[src/rtl/simd_issue_arbiter.sv]
// ----------------------------------------------------------------------------
// simd_issue_arbiter
//
// Shares one SIMD ALU issue port between N_REQ driver instances. A round-robin
// arbiter locks onto one requesting driver. It forwards that driver's
// instruction downstream. An in-order tag FIFO records which driver issued each
// instruction, so each in-order commit from the ALU is steered back to the
// driver that issued it.
//
// Ports
//   i_clk, i_rst      clock; asynchronous active-low reset
//   req_rdys/req_acks per-driver instruction valid / accept (acks one-hot or 0)
//   i_pc, i_warpid,
//   i_bofs, i_aofs    per-driver instruction payload
//   inst_rdy/inst_ack downstream instruction valid / accept
//   o_pc, o_warpid,
//   o_bofs, o_aofs    payload of the locked driver (0 while idle)
//   o_reqid           index of the locked driver (0 while idle)
//   commit_dval       one in-order commit from the ALU pipeline
//   commit_dvals      registered commit pulse steered to the issuing driver
//   o_err             sticky: a commit arrived with nothing pending
//   o_dbg_lock        1 while the FSM is in LOCK
//   o_dbg_count       number of issued-but-uncommitted instructions
//
// Handshake: a transfer happens on a rising clock edge where valid and ready
// are both high. A driver keeps req_rdys[i] and its payload stable from the
// moment it rises until the cycle in which req_acks[i] is high. Downstream
// asserts inst_ack only while inst_rdy is high. req_acks[g] is inst_ack
// routed to the locked driver g, so the upstream and downstream transfers
// always happen in the same cycle.
// ----------------------------------------------------------------------------
module simd_issue_arbiter #(
    parameter int N_REQ     = 2,
    parameter int N_PENDING = 4,
    parameter int INST_BW   = 8,
    parameter int WID_BW    = 4,
    parameter int WBW       = 8,
    parameter int VDIM      = 2,
    localparam int RW = $clog2(N_REQ),
    localparam int CW = $clog2(N_PENDING + 1),
    localparam int PW = (N_PENDING > 1) ? $clog2(N_PENDING) : 1
) (
    input  logic                                   i_clk,
    input  logic                                   i_rst,
    input  logic [N_REQ-1:0]                       req_rdys,
    output logic [N_REQ-1:0]                       req_acks,
    input  logic [N_REQ-1:0][INST_BW-1:0]          i_pc,
    input  logic [N_REQ-1:0][WID_BW-1:0]           i_warpid,
    input  logic [N_REQ-1:0][VDIM-1:0][WBW-1:0]    i_bofs,
    input  logic [N_REQ-1:0][VDIM-1:0][WBW-1:0]    i_aofs,
    output logic                                   inst_rdy,
    input  logic                                   inst_ack,
    output logic [INST_BW-1:0]                     o_pc,
    output logic [WID_BW-1:0]                      o_warpid,
    output logic [VDIM-1:0][WBW-1:0]               o_bofs,
    output logic [VDIM-1:0][WBW-1:0]               o_aofs,
    output logic [RW-1:0]                          o_reqid,
    input  logic                                   commit_dval,
    output logic [N_REQ-1:0]                       commit_dvals,
    output logic                                   o_err,
    output logic                                   o_dbg_lock,
    output logic [CW-1:0]                          o_dbg_count
);

    typedef enum logic {
        S_IDLE = 1'b0,
        S_LOCK = 1'b1
    } state_t;

    localparam logic [CW-1:0] FULL_CNT  = CW'(N_PENDING);
    localparam logic [RW:0]   NREQ_W    = (RW + 1)'(N_REQ);
    localparam logic [RW-1:0] LAST_REQ  = RW'(N_REQ - 1);
    localparam logic [PW-1:0] LAST_SLOT = PW'(N_PENDING - 1);

    // ------------------------------------------------------------------------
    // State
    // ------------------------------------------------------------------------
    state_t            state_q, state_d;
    logic [RW-1:0]     grant_q, grant_d;
    logic [RW-1:0]     rr_q, rr_d;
    logic [CW-1:0]     count_q, count_d;
    logic [PW-1:0]     rd_ptr_q, rd_ptr_d;
    logic [PW-1:0]     wr_ptr_q, wr_ptr_d;
    logic [N_REQ-1:0]  commit_dvals_q, commit_dvals_d;
    logic              err_q, err_d;
    logic [RW-1:0]     tag_mem_q [N_PENDING];

    // ------------------------------------------------------------------------
    // Issue / commit qualifiers
    // ------------------------------------------------------------------------
    logic              locked;
    logic              issue_rdy;
    logic              fire;
    logic              pop;
    logic              bad_commit;
    logic [N_REQ-1:0]  grant_oh;
    logic [N_REQ-1:0]  cand;

    assign locked     = (state_q == S_LOCK);
    // count never exceeds N_PENDING, so "not full" is a plain inequality.
    assign issue_rdy  = locked && (count_q != FULL_CNT);
    assign fire       = issue_rdy && inst_ack;
    assign pop        = commit_dval && (count_q != '0);
    assign bad_commit = commit_dval && (count_q == '0);

    // One-hot of the driver being accepted this cycle (zero if no transfer).
    assign grant_oh   = fire ? (N_REQ'(1) << grant_q) : '0;

    // The driver just accepted still shows rdy for its old item this cycle,
    // so it is excluded from the next pick. It competes again next cycle.
    assign cand       = req_rdys & ~grant_oh;

    // ------------------------------------------------------------------------
    // Round-robin search: first candidate at or above rr_q, wrapping at N_REQ.
    // The sum is one bit wider so the wrap works for any N_REQ.
    // ------------------------------------------------------------------------
    logic              found;
    logic [RW-1:0]     win;
    logic [RW:0]       sum;
    logic [RW-1:0]     idx;

    always_comb begin
        found = 1'b0;
        win   = '0;
        sum   = '0;
        idx   = '0;
        for (int i = 0; i < N_REQ; i++) begin
            sum = {1'b0, rr_q} + (RW + 1)'(i);
            if (sum >= NREQ_W) begin
                sum = sum - NREQ_W;
            end
            idx = sum[RW-1:0];
            if (!found && cand[idx]) begin
                found = 1'b1;
                win   = idx;
            end
        end
    end

    // ------------------------------------------------------------------------
    // Grant FSM. Arbitration happens while idle and on the cycle the locked
    // driver is accepted. Otherwise the grant is held, including while the tag
    // FIFO is full.
    // ------------------------------------------------------------------------
    always_comb begin
        state_d = state_q;
        grant_d = grant_q;
        rr_d    = rr_q;
        if (!locked || fire) begin
            if (found) begin
                state_d = S_LOCK;
                grant_d = win;
                rr_d    = (win == LAST_REQ) ? '0 : win + RW'(1);
            end else begin
                state_d = S_IDLE;
            end
        end
    end

    // ------------------------------------------------------------------------
    // Tag FIFO bookkeeping and commit steering
    // ------------------------------------------------------------------------
    always_comb begin
        count_d        = count_q;
        rd_ptr_d       = rd_ptr_q;
        wr_ptr_d       = wr_ptr_q;
        commit_dvals_d = '0;
        err_d          = err_q | bad_commit;

        // A push and a pop in the same cycle leave the count unchanged.
        unique case ({fire, pop})
            2'b10:   count_d = count_q + CW'(1);
            2'b01:   count_d = count_q - CW'(1);
            default: count_d = count_q;
        endcase

        if (fire) begin
            wr_ptr_d = (wr_ptr_q == LAST_SLOT) ? '0 : wr_ptr_q + PW'(1);
        end
        if (pop) begin
            rd_ptr_d       = (rd_ptr_q == LAST_SLOT) ? '0 : rd_ptr_q + PW'(1);
            commit_dvals_d = N_REQ'(1) << tag_mem_q[rd_ptr_q];
        end
    end

    always_ff @(posedge i_clk or negedge i_rst) begin
        if (!i_rst) begin
            state_q        <= S_IDLE;
            grant_q        <= '0;
            rr_q           <= '0;
            count_q        <= '0;
            rd_ptr_q       <= '0;
            wr_ptr_q       <= '0;
            commit_dvals_q <= '0;
            err_q          <= 1'b0;
        end else begin
            state_q        <= state_d;
            grant_q        <= grant_d;
            rr_q           <= rr_d;
            count_q        <= count_d;
            rd_ptr_q       <= rd_ptr_d;
            wr_ptr_q       <= wr_ptr_d;
            commit_dvals_q <= commit_dvals_d;
            err_q          <= err_d;
        end
    end

    // Tag storage holds data only. Stale entries are never read because the
    // pointers and count are reset.
    always_ff @(posedge i_clk) begin
        if (fire) begin
            tag_mem_q[wr_ptr_q] <= grant_q;
        end
    end

    // ------------------------------------------------------------------------
    // Outputs. The payload is forced to zero while idle, so nothing leaks
    // through from an unlocked driver.
    // ------------------------------------------------------------------------
    assign inst_rdy     = issue_rdy;
    assign req_acks     = grant_oh;
    assign o_reqid      = locked ? grant_q : '0;
    assign o_pc         = locked ? i_pc[grant_q] : '0;
    assign o_warpid     = locked ? i_warpid[grant_q] : '0;
    assign o_bofs       = locked ? i_bofs[grant_q] : '0;
    assign o_aofs       = locked ? i_aofs[grant_q] : '0;
    assign commit_dvals = commit_dvals_q;
    assign o_err        = err_q;
    assign o_dbg_lock   = locked;
    assign o_dbg_count  = count_q;

endmodule

[config.mk]
export PLATFORM = sky130hd
export DESIGN_NAME = simd_issue_arbiter
export DESIGN_NICKNAME = d
export VERILOG_FILES = /design/src/rtl/simd_issue_arbiter.sv
export SDC_FILE = /design/constraint.sdc
export NUM_CORES = 1
export LEC_CHECK = 0
export CAP_MARGIN = 10
export CORE_MARGIN = 10
export CORE_UTILIZATION = 31
export DETAILED_ROUTE_END_ITERATION = 7
export HOLD_SLACK_MARGIN = 0.08
export PLACE_DENSITY = 0.83
export SLEW_MARGIN = 20
export SYNTH_ARGS = -nofsm -noshare
export SYNTH_HDL_FRONTEND = slang
export SYNTH_SLANG_ARGS = --single-unit
[constraint.sdc]
create_clock -name i_clk -period 2.8 [get_ports i_clk]
set_input_delay 0.28 -clock i_clk [delete_from_list [all_inputs] [get_ports i_clk]]
set_output_delay 0.28 -clock i_clk [all_outputs]
set_load 0.03 [all_outputs]
==> metrics.txt <==
Synthesized Nets=274; Mapped Area=1560 um^2; Max Cap Viol=0; maximum net fanout on the critical path=10; fill count=408; RSZ-0062 raised after global routing=false; syn_area_per_cell=9.02 um^2; Max VDD drop=0.000546 V; ANT cells=0; Internal=1640 uW; CTS sink cnt=17; Post-synth EDFFs=4; vias in the first global route=1907; die area=8270 um^2; initial antenna violation count=0; Cell Rows=25; pwr/cell area=1020 nW/um^2; fin crit share=0.862; Clock Skews=0.00109 ns; Net Sw Frac=0.493; most common cell after layout, fill and taps aside=clkdlybuf4s50_1; final weighted congestion in routability-driven placement=0.824; startpoint types=flip-flop; post-synth cell types=32; Num CTS Buffers=3; # DRC=0; Core Area=4790 um^2; I/O pins=149; Async S/R FF share, synth=0.765; DR pass1 iterations=4; synth warn=0; Setup TNS=0 ns; Slew Limit Fails=0; placed wire-length estimate=6.00 mm; Multi-input gate area=1030 um^2; layout cells sized above 1=0.0755; min Tclk post-route=2.41 ns; Sw Pwr=1600 uW; register area share after synthesis=0.285; combinational power share=0.785; #FFs+latches synth=17; Hold Fails Final Rpt=0; Worst EP required=2.52 ns; vias=1750; Hold Crit Class=in -> async; Clock Latency Late Sink=0.25 ns; CP top delay family=buffers and inverters; crit-path max cell delay=0.70 ns; first-pass GRT wire length=10.4 mm; Clk pwr share=0.056; CTS max path bufs=2; CP bufs+invs=2; CTS hold repair buffers=0; GR Util All Layers=0.155; clk root buf=clkbuf_8; Antenna Nets Post-Route=0; CP cell instances=or3b_4 -> nor2b_4 -> inv_2 -> nor2_1 -> clkdlybuf4s50_1; endpoints failing setup=0; Synth-to-Final Area Change=103%; Critical-path top delay cell=clkdlybuf4s50_1; vias per inst=4.55; Worst-path clk slew=0.06 ns; static leakage=0.00139 uW; Post-Synthesis Cells=173; post-cts sizing count=0; Total Wirelength=6.81 mm; number of setup buffers added after CTS=0; Detailed Route Iter0 Violations=72; CP endpoint kind=output pin; Tightest Pin Transition=0.599 ns; die width=90.9 um; Flop pwr share=0.159; worst relative slew slack=0.599; Final nets=420; CTS H-tree depth=1; status=finished clean; Port Buffer Count=148; gr ovfl total=0; fmax=0.415 GHz; Top FF cell, synth=dfrtp_1; pin count of the biggest net entering global routing=31; kind of critical path=reg -> out; Die Y=90.9 um; Seq. cell area=447 um^2; routed len/inst=17.7 um; starting density of the core=0.326; Arr. time, crit path=2.13 ns; CTS tree=done; Final Power=3240 uW; most frequent cells in the layout=clkdlybuf4s50_1 (148), nor2_1 (49), mux2i_1 (46), dfrtp_1 (12), inv_1 (7)
through the flow:
stage / area (um^2) / hold slack [ns] / utilization / setup WS [ns] / instances
finish: 3160 / 0.406 / 0.661 / 0.388 / 385
global route: 3160 / 0.446 / 0.661 / 0.303 / 385
CTS: 3160 / 0.415 / 0.661 / 0.373 / 385
detailed placement: 3120 / 0.448 / 0.652 / 0.458 / 381
global placement: 3120 / 0.442 / 0.652 / 0.502 / 381
floorplan: 1560 / -0.0156 / - / 0.461 / 173
synth_stat cells, types with 2 or more instances:
library cell	instances	area, um^2
a211oi_1	2	15.0
a21o_1	2	15.0
and2_2	6	45.0
buf_2	5	25.0
clkbuf_1	5	18.8
dfrtp_1	13	325
edfxtp_1	4	120
ha_1	6	75.1
inv_1	7	26.3
mux2_4	2	30.0
mux2i_1	46	460
nand2_1	2	7.51
nor2_1	49	184
nor2b_1	2	12.5
nor3_1	4	20.0
xor2_1	2	17.5
flip-flops by register name, summed over array words and instances (netlist names), named ones only:
name          flops
commit_dvals      2
o_err             1
tag_mem_q         4
o_dbg_count       3
grant_q           1
rd_ptr_q          2
o_dbg_lock        1
wr_ptr_q          2
layout make-up:
class,instances,area share
timing repair buffer,153,0.484
multi-input combinational,136,0.324
sequential,17,0.141
tap,67,0.0265
clock buffer,4,0.0142
inverter,8,0.00949
final timing paths:
check                                            from                          to  slack, ns  depth (start not counted)
min reg2reg                           o_err$_DFF_PN0_             o_err$_DFF_PN0_       0.46                          1
min                                             i_rst   commit_dvals[0]$_DFF_PN0_       0.41                          1
min in group i_clk                    o_err$_DFF_PN0_             o_err$_DFF_PN0_       0.46                          1
max in group asynchronous                       i_rst         grant_q$_DFFE_PN0P_       1.97                          1
max reg2reg                o_dbg_count[0]$_DFFE_PN0P_  o_dbg_count[2]$_DFFE_PN0P_       0.61                          9
max                        o_dbg_count[2]$_DFFE_PN0P_                 req_acks[0]       0.39                          5
power groups by stage:
stage               clock (uW)  sequential, uW  combinational [uW]
floorplan                    0             552                1510
global placement             0             515                2540
detailed placement           0             524                2570
CTS                        188             519                2580
global route               193             542                2710
finish                     181             516                2540
metal layers:
metal	part of all wire	vias to the layer above	GRT usage
met5	0	-	0
met4	0.015	0	0.0352
met3	0.10	8	0.0667
met2	0.55	87	0.298
met1	0.34	780	0.147
li1	-	875	-
cells by family (layout without fill, tap and decap cells):
group / count (synthesis) / after routing / share of synthesized area
AND/OR/NAND/NOR: 67 / 67 / 0.198
multiplexers: 50 / 50 / 0.336
buffers and inverters: 20 / 165 / 0.0569
flip-flops: 17 / 17 / 0.285
AO/OA/AOI/OAI: 9 / 9 / 0.0457
adder cells (fa/ha/maj): 7 / 7 / 0.0609
XOR/XNOR: 3 / 3 / 0.0168
worst register-to-register path, stage by stage (launching register included):
cell	delay (ns)
dfrtp_1	0.44
or3b_4	0.43
nor2b_4	0.18
inv_2	0.06
ha_1	0.17
inv_1	0.06
fa_1	0.37
xor2_1	0.15
nor2_1	0.11
xor2_1	0.14
(Power assumes the default switching activity.)
